===== config.mk =====
export PLATFORM = sky130hd
export DESIGN_NAME = cache_addr_splitter_flat
export DESIGN_NICKNAME = d
export VERILOG_FILES = /design/src/rtl/cache_addr_splitter_if.sv /design/src/rtl/cache_addr_splitter.sv /design/src/flat_wrapper.sv
export SDC_FILE = /design/constraint.sdc
export NUM_CORES = 1
export LEC_CHECK = 0
export BUFFER_PORTS_ARGS = -buffer_cell sky130_fd_sc_hd__buf_4
export CORE_MARGIN = 5
export CORE_UTILIZATION = 45
export CTS_BUF_LIST = sky130_fd_sc_hd__clkbuf_16
export DETAILED_ROUTE_END_ITERATION = 16
export PLACE_DENSITY = 0.68
export SLEW_MARGIN = 20
export SYNTH_ARGS = -nofsm -noshare
export SYNTH_HDL_FRONTEND = slang
export SYNTH_SLANG_ARGS = --single-unit

===== constraint.sdc =====
create_clock -name clk -period 5.2 [get_ports clk]
set_input_delay 0.78 -clock clk [delete_from_list [all_inputs] [get_ports clk]]
set_output_delay 0.78 -clock clk [all_outputs]
set_load 0.03 [all_outputs]

===== src/rtl/cache_addr_splitter_if.sv =====
// Request/response bundle for cache_addr_splitter: an incoming byte-range
// request channel and an outgoing line-aligned piece channel.
interface cache_addr_splitter_if #(
  parameter int ADDR_WIDTH  = 32,
  parameter int BLOCK_BYTES = 64,
  parameter int NUM_SETS    = 16
);
  localparam int OFFSET_BITS = $clog2(BLOCK_BYTES);
  localparam int INDEX_BITS  = $clog2(NUM_SETS);
  localparam int TAG_BITS    = ADDR_WIDTH - OFFSET_BITS - INDEX_BITS;

  logic                   req_valid;
  logic                   req_ready;
  logic [ADDR_WIDTH-1:0]  req_addr;
  logic [OFFSET_BITS-1:0] req_len;

  logic                   out_valid;
  logic                   out_ready;
  logic [TAG_BITS-1:0]    out_tag;
  logic [INDEX_BITS-1:0]  out_index;
  logic [OFFSET_BITS-1:0] out_offset;
  logic [OFFSET_BITS-1:0] out_len;
  logic                   out_first;
  logic                   out_last;

  // Requester / piece consumer side
  modport master (
    output req_valid, req_addr, req_len, out_ready,
    input  req_ready, out_valid, out_tag, out_index, out_offset, out_len,
           out_first, out_last
  );

  // Splitter side
  modport slave (
    input  req_valid, req_addr, req_len, out_ready,
    output req_ready, out_valid, out_tag, out_index, out_offset, out_len,
           out_first, out_last
  );
endinterface


===== src/rtl/cache_addr_splitter.sv =====
// Splits a byte-range access into at most two cache-line-aligned pieces,
// decomposing each piece address into tag / index / offset. Counts
// line-crossing requests in a saturating 16-bit counter.
module cache_addr_splitter #(
  parameter int ADDR_WIDTH  = 32,
  parameter int BLOCK_BYTES = 64,
  parameter int NUM_SETS    = 16
) (
  input  logic                  clk,
  input  logic                  rst_n,
  cache_addr_splitter_if.slave  bus,
  output logic [15:0]           split_cnt
);
  localparam int OFFSET_BITS = $clog2(BLOCK_BYTES);
  localparam int INDEX_BITS  = $clog2(NUM_SETS);
  localparam int TAG_BITS    = ADDR_WIDTH - OFFSET_BITS - INDEX_BITS;
  localparam int LINE_BITS   = ADDR_WIDTH - OFFSET_BITS;

  typedef enum logic {IDLE, SPLIT} state_t;

  state_t                 state_q;
  logic                   out_valid_q;
  logic                   first_q;
  logic                   last_q;
  logic [TAG_BITS-1:0]    tag_q;
  logic [INDEX_BITS-1:0]  index_q;
  logic [OFFSET_BITS-1:0] offset_q;
  logic [OFFSET_BITS-1:0] len_q;
  logic [TAG_BITS-1:0]    p2_tag_q;
  logic [INDEX_BITS-1:0]  p2_index_q;
  logic [OFFSET_BITS-1:0] p2_len_q;
  logic [15:0]            split_cnt_q;

  logic [OFFSET_BITS-1:0] req_off;
  logic [OFFSET_BITS:0]   end_sum;
  logic                   crossing;
  logic [LINE_BITS-1:0]   line_cur;
  logic [LINE_BITS-1:0]   line_nxt_d;
  logic                   req_rdy;
  logic                   accept;
  logic                   out_fire;

  // Request decode: crossing test, next-line address and handshakes
  always_comb begin
    req_off    = bus.req_addr[OFFSET_BITS-1:0];
    end_sum    = {1'b0, req_off} + {1'b0, bus.req_len};
    crossing   = end_sum[OFFSET_BITS];
    line_cur   = bus.req_addr[ADDR_WIDTH-1:OFFSET_BITS];
    line_nxt_d = line_cur + LINE_BITS'(1);
    out_fire   = out_valid_q & bus.out_ready;
    req_rdy    = rst_n & (state_q == IDLE) & (~out_valid_q | bus.out_ready);
    accept     = bus.req_valid & req_rdy;
  end

  // FSM with registered output piece, pending second piece and split counter.
  // Piece-1 length is BLOCK_BYTES-1-offset, i.e. ~offset; piece-2 length is
  // (offset+len) - BLOCK_BYTES, i.e. the low bits of the carry-out sum.
  always_ff @(posedge clk or negedge rst_n) begin
    if (!rst_n) begin
      state_q     <= IDLE;
      out_valid_q <= 1'b0;
      first_q     <= 1'b0;
      last_q      <= 1'b0;
      tag_q       <= '0;
      index_q     <= '0;
      offset_q    <= '0;
      len_q       <= '0;
      p2_tag_q    <= '0;
      p2_index_q  <= '0;
      p2_len_q    <= '0;
      split_cnt_q <= '0;
    end else if (accept) begin
      out_valid_q <= 1'b1;
      tag_q       <= line_cur[LINE_BITS-1:INDEX_BITS];
      index_q     <= line_cur[INDEX_BITS-1:0];
      offset_q    <= req_off;
      len_q       <= crossing ? ~req_off : bus.req_len;
      first_q     <= 1'b1;
      last_q      <= ~crossing;
      if (crossing) begin
        state_q    <= SPLIT;
        p2_tag_q   <= line_nxt_d[LINE_BITS-1:INDEX_BITS];
        p2_index_q <= line_nxt_d[INDEX_BITS-1:0];
        p2_len_q   <= end_sum[OFFSET_BITS-1:0];
        if (split_cnt_q != '1) split_cnt_q <= split_cnt_q + 16'd1;
      end
    end else if (state_q == SPLIT && out_fire) begin
      state_q  <= IDLE;
      tag_q    <= p2_tag_q;
      index_q  <= p2_index_q;
      offset_q <= '0;
      len_q    <= p2_len_q;
      first_q  <= 1'b0;
      last_q   <= 1'b1;
    end else if (out_fire) begin
      out_valid_q <= 1'b0;
    end
  end

  assign bus.req_ready  = req_rdy;
  assign bus.out_valid  = out_valid_q;
  assign bus.out_tag    = tag_q;
  assign bus.out_index  = index_q;
  assign bus.out_offset = offset_q;
  assign bus.out_len    = len_q;
  assign bus.out_first  = first_q;
  assign bus.out_last   = last_q;
  assign split_cnt      = split_cnt_q;
endmodule


===== src/flat_wrapper.sv =====
// flat-port wrapper written by rule: the top's interface ports become plain ports
module cache_addr_splitter_flat 
#(
  parameter int ADDR_WIDTH  = 32,
  parameter int BLOCK_BYTES = 64,
  parameter int NUM_SETS    = 16
)
  (clk, rst_n, split_cnt, bus_req_valid, bus_req_addr, bus_req_len, bus_out_ready, bus_req_ready, bus_out_valid, bus_out_tag, bus_out_index, bus_out_offset, bus_out_len, bus_out_first, bus_out_last);
  cache_addr_splitter_if #(.ADDR_WIDTH(ADDR_WIDTH), .BLOCK_BYTES(BLOCK_BYTES), .NUM_SETS(NUM_SETS)) bus_i ();
  input  logic clk;
  input  logic rst_n;
  output logic [15:0] split_cnt;
  input wire logic [$bits(bus_i.req_valid)-1:0] bus_req_valid;
  input wire logic [$bits(bus_i.req_addr)-1:0] bus_req_addr;
  input wire logic [$bits(bus_i.req_len)-1:0] bus_req_len;
  input wire logic [$bits(bus_i.out_ready)-1:0] bus_out_ready;
  output wire logic [$bits(bus_i.req_ready)-1:0] bus_req_ready;
  output wire logic [$bits(bus_i.out_valid)-1:0] bus_out_valid;
  output wire logic [$bits(bus_i.out_tag)-1:0] bus_out_tag;
  output wire logic [$bits(bus_i.out_index)-1:0] bus_out_index;
  output wire logic [$bits(bus_i.out_offset)-1:0] bus_out_offset;
  output wire logic [$bits(bus_i.out_len)-1:0] bus_out_len;
  output wire logic [$bits(bus_i.out_first)-1:0] bus_out_first;
  output wire logic [$bits(bus_i.out_last)-1:0] bus_out_last;
  assign bus_i.req_valid = bus_req_valid;
  assign bus_i.req_addr = bus_req_addr;
  assign bus_i.req_len = bus_req_len;
  assign bus_i.out_ready = bus_out_ready;
  assign bus_req_ready = bus_i.req_ready;
  assign bus_out_valid = bus_i.out_valid;
  assign bus_out_tag = bus_i.out_tag;
  assign bus_out_index = bus_i.out_index;
  assign bus_out_offset = bus_i.out_offset;
  assign bus_out_len = bus_i.out_len;
  assign bus_out_first = bus_i.out_first;
  assign bus_out_last = bus_i.out_last;
  cache_addr_splitter #(.ADDR_WIDTH(ADDR_WIDTH), .BLOCK_BYTES(BLOCK_BYTES), .NUM_SETS(NUM_SETS)) u_core (.clk(clk), .rst_n(rst_n), .bus(bus_i), .split_cnt(split_cnt));
endmodule

==> results.sh, run 1 <==
export IMPL_cap_violations=0
export IMPL_drt_pass1_iterations=4
export IMPL_coreArea_um2=9640
export IMPL_reg2reg_depth=4
export IMPL_cts_tree="built"
export IMPL_grt_usage_pct=18.8
export IMPL_final_cell_count_no_fill=684
export IMPL_max_freq_mhz=311
export IMPL_yosys_warnings=0
export IMPL_chipWidth_um=109
export IMPL_regArea_um2=2250
export IMPL_worstMarginPinSlew_ns=0.891
export IMPL_cts_sinks=90
export IMPL_place_hpwl_mm=7.52
export IMPL_syn_area_um2=4400
export IMPL_period_needed_ns=3.21
export IMPL_die_height_um=109
export IMPL_vias=3585
export IMPL_finClkSkew_ns=0.00886
export IMPL_cts_reportedPaths_clkPinSlew_ns=0.07
export IMPL_cts_buffer_depth=2
export IMPL_timing_rr_start="u_core.state_q"
export IMPL_synth_cell_types=41
export IMPL_ioPinCount=100
export IMPL_setup_tns_final_ns=0
export IMPL_htreeDepth=3
export IMPL_setup_viol=0
export IMPL_worstReg2RegEnd="u_core.split_cnt[1]"
export IMPL_drt_total_wl_mm=10.6
export IMPL_ir_worst_vdd_mv=0.257
export IMPL_clock_latency_ns=0.34
export IMPL_intPower_mw=1.82
export IMPL_p_sw_mw=1.13
export IMPL_grt_pass1_vias=3598
export IMPL_antennaDiodeCount=0
export IMPL_post_cts_buffers=0
export IMPL_swShare_pct=38.2
export IMPL_drv_slew=0
export IMPL_wl_per_cell_um=15.5
export IMPL_vias_per_cell=5.24
export IMPL_arrival_ns=3.43
export IMPL_dp_cells=669
export IMPL_ys_ff_latch=90
export IMPL_rsz0062_at_grt="false"
export IMPL_drive_gt1_share_pct=24.0
export IMPL_whs_ns=0.300
export IMPL_synth_cells=453
export IMPL_p_comb_share_pct=37.3
export IMPL_cts_root_buffer="clkbuf_16"
export IMPL_route_detailed_drc=0
export IMPL_start_kind="input pin"
export IMPL_hold_viol=0
export IMPL_numCtsBuffers=9
export IMPL_cts_resized=0
export IMPL_antenna_found_initial=0
export IMPL_synth_seq_area_share_pct=51.2
export IMPL_grt_max_degree=72
export IMPL_grt_overflow=0
export IMPL_drt_iter0_markers=125
export IMPL_cp_end_kind="flop"
export IMPL_synthArstFlopShare_pct=100
export IMPL_synthesis_nets=504
export IMPL_min_period_over_period_pct=61.8
export IMPL_initial_core_util_pct=45.6
export IMPL_row_count=36
export IMPL_maxSlewHeadroom_pct=40.6
export IMPL_area_growth_pct=26.9
export IMPL_status="finished clean"
export IMPL_crit_type="input pin to flop"
export IMPL_cp_required_ns=5.42
export IMPL_grt_pass1_wl_mm=17.5
export IMPL_layout_commonest_cell="nand2_1"
export IMPL_postCtsHoldBufs=0
export IMPL_final_cell_mix="nand2_1, buf_4, dfrtp_1, o21ai_0, a22oi_1"
export IMPL_n_fill_cell=898
export IMPL_drtAntennaViolNets=0
export IMPL_critPathMaxFanout=35
export IMPL_p_leak_nw=2.67
export IMPL_r2r_setup_slack_ns=2.69
export IMPL_power_frac_seq_pct=39.5
export IMPL_gp_congestion=0.771
export IMPL_synth_edf_count=0
export IMPL_avgSynthCellArea_um2=9.70
export IMPL_fin_nets=598
export IMPL_hold_class="input pin to async pin"
export IMPL_multiInputGateArea_um2=2060
export IMPL_p_clk_share_pct=23.2
export IMPL_powerDensity_nw_per_um2=528
export IMPL_total_power_mw=2.94
export IMPL_numPortBuffers=99
export IMPL_dieArea_um2=11800
export IMPL_ys_flop_type="dfrtp_1"
-- metal layers --
layer / GRT usage, % / routed length (um) / vias up / share of wire, %
li1: - / - / 1773 / -
met3: 4.44 / 575 / 12 / 5.4
met4: 5.86 / 128 / 0 / 1.2
met2: 30.0 / 4980 / 73 / 47
met1: 25.4 / 4940 / 1727 / 47
met5: 0 / 0 / - / 0
-- power groups by stage --
| stage | clock (mW) | sequential [mW] | combinational, mW |
|---|---|---|---|
| 2_1_floorplan | 0 | 1.46 | 0.378 |
| 3_3_place_gp | 0 | 1.16 | 1.09 |
| 3_5_place_dp | 0 | 1.17 | 1.11 |
| 4_1_cts | 0.693 | 1.17 | 1.12 |
| 5_1_grt | 0.720 | 1.20 | 1.21 |
| 6_report | 0.684 | 1.16 | 1.10 |
-- state kept, by name (all words and copies together) (netlist names), 4 cells and up --
signal and cells:
u_core.bus.out_tag 22, u_core.bus.out_index 4, u_core.bus.out_len 6, u_core.split_cnt 16
u_core.p2_tag_q 22, u_core.bus.out_offset 6, u_core.p2_len_q 6, u_core.p2_index_q 4
-- critical path, stage by stage --
cell and delay [ns]:
buf_4 0.11, ha_1 0.23, fa_1 0.44, a211oi_1 0.35, o21ai_0 0.29, nand2_2 0.45
buf_4 0.39, mux2_2 0.37
-- logic make-up after synthesis --
family | after synthesis | share of synthesized area, %
AND/OR/NAND/NOR | 186 | 20.1
AO/OA/AOI/OAI | 92 | 13.0
flip-flops | 90 | 51.2
XOR/XNOR | 38 | 7.57
buffers and inverters | 25 | 2.25
multiplexers | 13 | 3.16
adder cells (fa/ha/maj) | 9 | 2.73
-- worst max path at each step --
stage,to,from,cells after the start,slack (ns)
after detailed placement,u_core.p2_len_q[1],bus_req_len[0],8,1.66
after global routing,u_core.p2_len_q[0],bus_req_len[0],8,1.82
after floorplan,u_core.p2_len_q[0],bus_req_len[0],7,2.42
final,u_core.p2_len_q[0],bus_req_len[0],8,1.99
after CTS,u_core.p2_len_q[0],bus_req_len[0],8,2.01
after global placement,u_core.p2_len_q[0],bus_req_len[0],8,1.74
-- stage by stage --
| step | util (%) | instance area (um^2) | setup WS (ns) |
|---|---|---|---|
| 6_report | 57.9 | 5580 | 1.99 |
| 5_1_grt | 57.9 | 5580 | 1.82 |
| 4_1_cts | 57.8 | 5570 | 2.01 |
| 3_5_place_dp | 54.6 | 5270 | 1.66 |
| 3_3_place_gp | 54.6 | 5270 | 1.74 |
| 2_1_floorplan | - | 4400 | 2.42 |
-- cell usage after synthesis (2+ instances only) --
library cell | n | area share (%)
or3_1 | 7 | 1.0
ha_1 | 8 | 2.3
a22oi_1 | 31 | 5.3
dfrtp_1 | 90 | 51
nand4_1 | 15 | 2.1
a21oi_1 | 10 | 1.1
clkbuf_1 | 17 | 1.5
nor3_1 | 4 | 0.46
and2_1 | 5 | 0.71
mux2i_1 | 6 | 1.4
a31oi_1 | 3 | 0.43
nor2_1 | 11 | 0.94
and4_1 | 2 | 0.40
a21o_1 | 2 | 0.34
and3_1 | 7 | 1.0
xor2_1 | 22 | 4.4
nand2_1 | 109 | 9.3
a211oi_1 | 2 | 0.34
nand2b_1 | 2 | 0.28
inv_1 | 5 | 0.43
o21ai_0 | 38 | 4.3
mux2_2 | 7 | 1.8
nand3_1 | 17 | 1.9
xnor2_1 | 16 | 3.2
-- final cells by class --
type	count	area share, %
inverters	5	0.336
flip-flops and latches	90	40.4
repair buffers	103	13.9
multi-input cells	338	36.9
clock inverters	6	1.50
well taps	133	2.98
clock buffers	9	4.04
No activity file was read; power rests on OpenSTA's default activity.
==> run 2: changes to the inputs <==
--- a/config.mk
+++ b/config.mk
@@ -10,7 +10,7 @@
 export CORE_UTILIZATION = 45
 export CTS_BUF_LIST = sky130_fd_sc_hd__clkbuf_16
 export DETAILED_ROUTE_END_ITERATION = 16
-export PLACE_DENSITY = 0.68
+export PLACE_DENSITY = 0.71
 export SLEW_MARGIN = 20
 export SYNTH_ARGS = -nofsm -noshare
 export SYNTH_HDL_FRONTEND = slang
==> constraint.sdc (replaced) <==
create_clock -name clk -period 2.8 [get_ports clk]
set_input_delay 0.42 -clock clk [delete_from_list [all_inputs] [get_ports clk]]
set_output_delay 0.42 -clock clk [all_outputs]
set_load 0.03 [all_outputs]
==> run 2 against run 1 <==
  * Combinational power is 88% higher
  * Worst setup slack worse by 1.5 ns
  * Clock power is 84% higher
  * Core utilization is 0.53 points higher
  * Highest routed layer unchanged
  * Sequential power is 87% higher
  * Largest cell class unchanged
  * Cell area is 0.92% higher
  * Via count is 3.1% higher
  * Total power is 86% higher
  * Sequential share of layout area is 0.37 points lower
  * Cell count is 0.88% higher
==> results.sh, run 2 (same netlist as run 1, synthesis figures left out) <==
export IMPL_antenna_found_initial=0
export IMPL_vias=3695
export IMPL_final_cell_mix="nand2_1, buf_4, dfrtp_1, o21ai_0, a22oi_1"
export IMPL_p_leak_nw=2.70
export IMPL_cts_resized=0
export IMPL_path_buf_inv=1
export IMPL_area_growth_pct=28.1
export IMPL_drt_iter0_markers=160
export IMPL_whs_ns=0.123
export IMPL_ioPinCount=100
export IMPL_ir_worst_vdd_mv=0.482
export IMPL_postCtsHoldBufs=0
export IMPL_period_needed_ns=2.35
export IMPL_crit_type="input pin to flop"
export IMPL_status="finished clean"
export IMPL_drt_pass1_iterations=4
export IMPL_fin_area_um2=5630
export IMPL_crit_slowest_cell="fa_1"
export IMPL_antennaDiodeCount=0
export IMPL_grt_overflow=0
export IMPL_grt_max_degree=61
export IMPL_post_cts_buffers=0
export IMPL_finClkSkew_ns=0.00494
export IMPL_hold_viol=0
export IMPL_coreArea_um2=9640
export IMPL_powerDensity_nw_per_um2=975
export IMPL_crit_chain="buf_4 -> ha_1 -> fa_1 -> a211oi_1 -> o21ai_0 -> o21ai_1 -> a21oi_1 -> a22oi_1"
export IMPL_drt_total_wl_mm=11.0
export IMPL_critPathMaxFanout=7
export IMPL_start_kind="input pin"
export IMPL_final_cell_count_no_fill=690
export IMPL_dpl_cell_area_um2=5320
export IMPL_setup_tns_final_ns=0
export IMPL_cts_root_buffer="clkbuf_16"
export IMPL_route_detailed_drc=0
export IMPL_cts_buffer_depth=2
export IMPL_wl_per_cell_um=15.9
export IMPL_cpPeakStageDelay_ns=0.42
export IMPL_dp_slack_ns=0.195
export IMPL_die_height_um=109
export IMPL_place_hpwl_mm=7.78
export IMPL_arrival_ns=2.59
export IMPL_cp_required_ns=3.05
export IMPL_hold_class="input pin to async pin"
export IMPL_worstMarginPinSlew_ns=0.818
export IMPL_dieArea_um2=11800
export IMPL_max_freq_mhz=426
export IMPL_grt_usage_pct=20.0
export IMPL_cp_end_kind="flop"
export IMPL_maxSlewHeadroom_pct=45.2
export IMPL_drv_slew=0
export IMPL_min_period_over_period_pct=83.8
export IMPL_total_power_mw=5.49
export IMPL_fin_nets=603
export IMPL_clock_latency_ns=0.34
export IMPL_n_fill_cell=893
export IMPL_cts_tree="built"
export IMPL_grt_pass1_vias=3845
export IMPL_htreeDepth=3
export IMPL_vias_per_cell=5.36
export IMPL_initial_core_util_pct=45.6
export IMPL_dp_cells=674
export IMPL_drtAntennaViolNets=0
export IMPL_utilization_pct=58.4
export IMPL_cap_violations=0
export IMPL_worst_slack_ns=0.454
export IMPL_cts_reportedPaths_clkPinSlew_ns=0.06
export IMPL_grt_pass1_wl_mm=18.7
export IMPL_gp_congestion=0.824
export IMPL_cts_sinks=90
export IMPL_drive_gt1_share_pct=24.6
export IMPL_numCtsBuffers=9
export IMPL_numPortBuffers=99
export IMPL_critical_path_top_delay_family="compound AO/OA/AOI/OAI gates"
export IMPL_row_count=36
export IMPL_chipWidth_um=109
export IMPL_setup_viol=0
export IMPL_layout_commonest_cell="nand2_1"
export IMPL_rsz0062_at_grt="false"
[run 2: power by group]
group | leakage [nW] | total, mW | switching, mW | internal [mW]
clock | 0.154 | 1.26 | 0.483 | 0.772
combinational | 1.41 | 2.07 | 1.29 | 0.781
sequential | 1.13 | 2.17 | 0.329 | 1.84
[run 2: per-layer routing]
layer  vias up  routed length, um  part of all wire (%)  global-route usage [%]
li1       1774                  -                     -                       -
met1      1821               4930                    45                    27.0
met2        80               5230                    48                    31.5
met3        20                587                   5.4                    4.80
met4         0                216                   2.0                    7.57
met5         -                  0                     0                       0
[run 2: worst paths after layout]
check | from | endpoint | slack (ns) | cells past startpoint
min in group clk | bus_req_addr[5] | u_core.bus.out_offset[5] | 0.31 | 3
max reg2reg | u_core.state_q | u_core.split_cnt[1] | 0.51 | 4
min | rst_n | u_core.bus.out_last | 0.12 | 2
max in group asynchronous | rst_n | u_core.p2_tag_q[21] | 1.60 | 3
max | bus_req_len[0] | u_core.bus.out_len[2] | 0.45 | 8
min reg2reg | u_core.bus.out_tag[6] | u_core.bus.out_tag[6] | 0.47 | 2
[run 2: cell type report]
cell class / instances / area [um^2] / share of cell area (%)
Inverter: 5 / 18.8 / 0.333
Tap cell: 133 / 166 / 2.96
Sequential cell: 90 / 2250 / 40.0
Timing Repair Buffer: 108 / 823 / 14.6
Multi-Input combinational cell: 338 / 2060 / 36.6
Clock inverter: 7 / 85.1 / 1.51
Clock buffer: 9 / 225 / 4.00
==> run 3: changes to the inputs <==
--- a/config.mk
+++ b/config.mk
@@ -5,12 +5,13 @@
 export SDC_FILE = /design/constraint.sdc
 export NUM_CORES = 1
 export LEC_CHECK = 0
+export ABC_AREA = 1
 export BUFFER_PORTS_ARGS = -buffer_cell sky130_fd_sc_hd__buf_4
 export CORE_MARGIN = 5
 export CORE_UTILIZATION = 45
 export CTS_BUF_LIST = sky130_fd_sc_hd__clkbuf_16
 export DETAILED_ROUTE_END_ITERATION = 16
-export PLACE_DENSITY = 0.71
+export PLACE_DENSITY = 0.67
 export SLEW_MARGIN = 20
 export SYNTH_ARGS = -nofsm -noshare
 export SYNTH_HDL_FRONTEND = slang
==> constraint.sdc (replaced) <==
create_clock -name clk -period 2.28 [get_ports clk]
set_input_delay 0.342 -clock clk [delete_from_list [all_inputs] [get_ports clk]]
set_output_delay 0.342 -clock clk [all_outputs]
set_load 0.03 [all_outputs]
==> run 3 against run 2 <==
  * Clock power grew 27%
  * Sequential power up 24%
  * Clock-buffer cell count did not move
  * Synthesized cell count grew 46%
  * Cell area up 10%
  * Sequential cell count unchanged
  * Worst setup slack lost 0.0035 ns
  * Synthesized area increased by 14%
  * First-iteration DRC count is 81% higher
  * Worst hold slack worse by 0.080 ns
  * Die area is 13% higher
  * Largest power group is now combinational logic
  * Highest routed layer unchanged
==> results.sh, run 3 <==
export IMPL_status="finished clean"
export IMPL_cts_buffer_depth=2
export IMPL_route_detailed_drc=0
export IMPL_whs_ns=0.0430
export IMPL_dieArea_um2=13400
export IMPL_cap_violations=0
export IMPL_timing_rr_start="u_core.split_cnt[0]"
export IMPL_synthesis_nets=713
export IMPL_crit_slowest_cell="fa_1"
export IMPL_max_freq_mhz=546
export IMPL_cp_required_ns=2.52
export IMPL_cp_end_kind="flop"
export IMPL_avgSynthCellArea_um2=7.58
export IMPL_die_height_um=116
export IMPL_antenna_found_initial=0
export IMPL_drive_gt1_share_pct=20.0
export IMPL_postCtsHoldBufs=0
export IMPL_path_common_cell="nand2_1"
export IMPL_ys_top_cells_by_count="nand2_1, dfrtp_1, nand3_1, nor2_1, inv_1"
export IMPL_powerDensity_nw_per_um2=1130
export IMPL_critical_path_top_delay_family="simple AND/OR/NAND/NOR gates"
export IMPL_clock_latency_ns=0.34
export IMPL_initial_core_util_pct=46.1
export IMPL_htreeDepth=3
export IMPL_wl_per_cell_um=14.6
export IMPL_vias=4645
export IMPL_grt_max_degree=58
export IMPL_synth_cell_types=33
export IMPL_grt_pass1_vias=4577
export IMPL_synth_seq_area_share_pct=44.9
export IMPL_synth_simple_area_share_pct=33.2
export IMPL_synth_most_common_cell="nand2_1"
export IMPL_post_cts_buffers=0
export IMPL_gp_congestion=0.836
export IMPL_drt_iter0_markers=290
export IMPL_maxSlewHeadroom_pct=52.1
export IMPL_drt_pass1_iterations=5
export IMPL_hold_viol=0
export IMPL_area_growth_pct=24.0
export IMPL_fin_nets=812
export IMPL_grt_overflow=0
export IMPL_p_leak_nw=3.13
export IMPL_place_hpwl_mm=9.92
export IMPL_yosys_top_cells_area="dfrtp_1, nand2_1, nand3_1"
export IMPL_synth_top_family_by_area="simple AND/OR/NAND/NOR gates"
export IMPL_synthAdderAreaFrac_pct=2.40
export IMPL_vias_per_cell=5.13
export IMPL_synth_cells=662
export IMPL_cpPeakStageDelay_ns=0.42
export IMPL_cts_sinks=90
export IMPL_cts_tree="built"
export IMPL_drtAntennaViolNets=0
export IMPL_syn_area_um2=5010
export IMPL_period_needed_ns=1.83
export IMPL_yosys_warnings=0
export IMPL_numCtsBuffers=9
export IMPL_critPathMaxFanout=19
export IMPL_path_buf_inv=2
export IMPL_dp_slack_ns=0.0934
export IMPL_grt_pass1_wl_mm=22.4
export IMPL_hold_class="input pin to async pin"
export IMPL_crit_end="u_core.split_cnt[14]"
export IMPL_final_cell_count_no_fill=906
export IMPL_synth_edf_count=0
export IMPL_setup_viol=0
export IMPL_cts_resized=0
export IMPL_fin_area_um2=6220
export IMPL_utilization_pct=57.1
export IMPL_synth_xor_area_share_pct=4.19
export IMPL_reg2reg_depth=10
export IMPL_antennaDiodeCount=0
export IMPL_row_count=38
export IMPL_synthArstFlopShare_pct=100
export IMPL_cts_root_buffer="clkbuf_16"
export IMPL_setup_tns_final_ns=0
export IMPL_ys_ff_latch=90
export IMPL_layout_commonest_cell="nand2_1"
export IMPL_dp_cells=890
export IMPL_path_depth=11
export IMPL_grt_usage_pct=21.0
export IMPL_arrival_ns=2.07
export IMPL_coreArea_um2=10900
export IMPL_yosys_area_top_type="dfrtp_1"
export IMPL_final_cell_mix="nand2_1, buf_4, dfrtp_1, nand3_1, nor2_1"
export IMPL_startpoint="bus_req_len[0]"
export IMPL_rsz0062_at_grt="false"
export IMPL_drv_slew=0
export IMPL_min_period_over_period_pct=80.3
export IMPL_ir_worst_vdd_mv=0.740
export IMPL_chipWidth_um=116
export IMPL_worstReg2RegEnd="u_core.split_cnt[14]"
export IMPL_start_kind="input pin"
export IMPL_synth_top_area_share_pct=44.9
export IMPL_cts_reportedPaths_clkPinSlew_ns=0.07
export IMPL_crit_type="input pin to flop"
export IMPL_worst_slack_ns=0.450
export IMPL_synth_compound_area_share_pct=8.41
export IMPL_worstMarginPinSlew_ns=0.718
export IMPL_drt_total_wl_mm=13.2
export IMPL_numPortBuffers=99
export IMPL_muxShareOfSynthArea_pct=0
export IMPL_ioPinCount=100
export IMPL_dpl_cell_area_um2=5900
export IMPL_finClkSkew_ns=0.00376
export IMPL_r2r_setup_slack_ns=0.49
export IMPL_ys_flop_type="dfrtp_1"
export IMPL_total_power_mw=7.04
export IMPL_crit_chain="buf_4 -> ha_1 -> fa_1 -> nand2_1 -> nand2_2 -> nand3_4 -> nand2_2 -> nand2_4 -> inv_4 -> nand2_1 -> nand2_1"
[run 3: cell types whose count changed after synthesis, moves of 10 or more]
| cell | delta |
|---|---|
| a22oi_1 | -22 |
| clkbuf_1 | -13 |
| inv_1 | +40 |
| nand2_1 | +129 |
| nand2_2 | +12 |
| nand3_1 | +56 |
| nand4_1 | -10 |
| nor2_1 | +53 |
| o211ai_1 | +13 |
| o21ai_0 | -20 |
| o21ai_1 | +10 |
| xor2_1 | -12 |
[run 3: area by class of cell]
type / instances / area, um^2
Timing Repair Buffer: 112 / 853
Tap cell: 140 / 175
Multi-Input combinational cell: 497 / 2420
Clock buffer: 9 / 225
Fill cell: 1035 / 4670
Clock inverter: 7 / 93.8
Inverter: 51 / 194
Sequential cell: 90 / 2250
[run 3: logic make-up after synthesis]
kind of cell,after synthesis
flip-flops,90
AO/OA/AOI/OAI,65
XOR/XNOR,24
adder cells (fa/ha/maj),9
buffers and inverters,75
AND/OR/NAND/NOR,399
[run 3: worst min-delay path by stage]
stage / start / to / slack (ns) / cells past startpoint
4_1_cts: rst_n / u_core.split_cnt[5] / 0.06 / 2
3_5_place_dp: rst_n / u_core.split_cnt[5] / 0.43 / 2
5_1_grt: rst_n / u_core.split_cnt[5] / 0.09 / 2
6_report: rst_n / u_core.split_cnt[5] / 0.04 / 2
2_1_floorplan: rst_n / u_core.bus.out_first / 0.05 / 0
3_3_place_gp: rst_n / u_core.split_cnt[5] / 0.42 / 2
[run 3: power by group]
part | internal [mW] | switching (mW)
Sequential | 2.26 | 0.422
Clock | 0.960 | 0.640
Combinational | 1.05 | 1.72
Total | 4.26 | 2.78
[run 3: layer usage]
layer	GRT usage (%)	vias to the layer above	wire length (um)	share of wire [%]
met5	0	-	0	0
met1	29.7	2197	6290	48
li1	-	2318	-	-
met2	33.1	118	6060	46
met3	4.49	12	761	5.7
met4	5.24	0	135	1.0
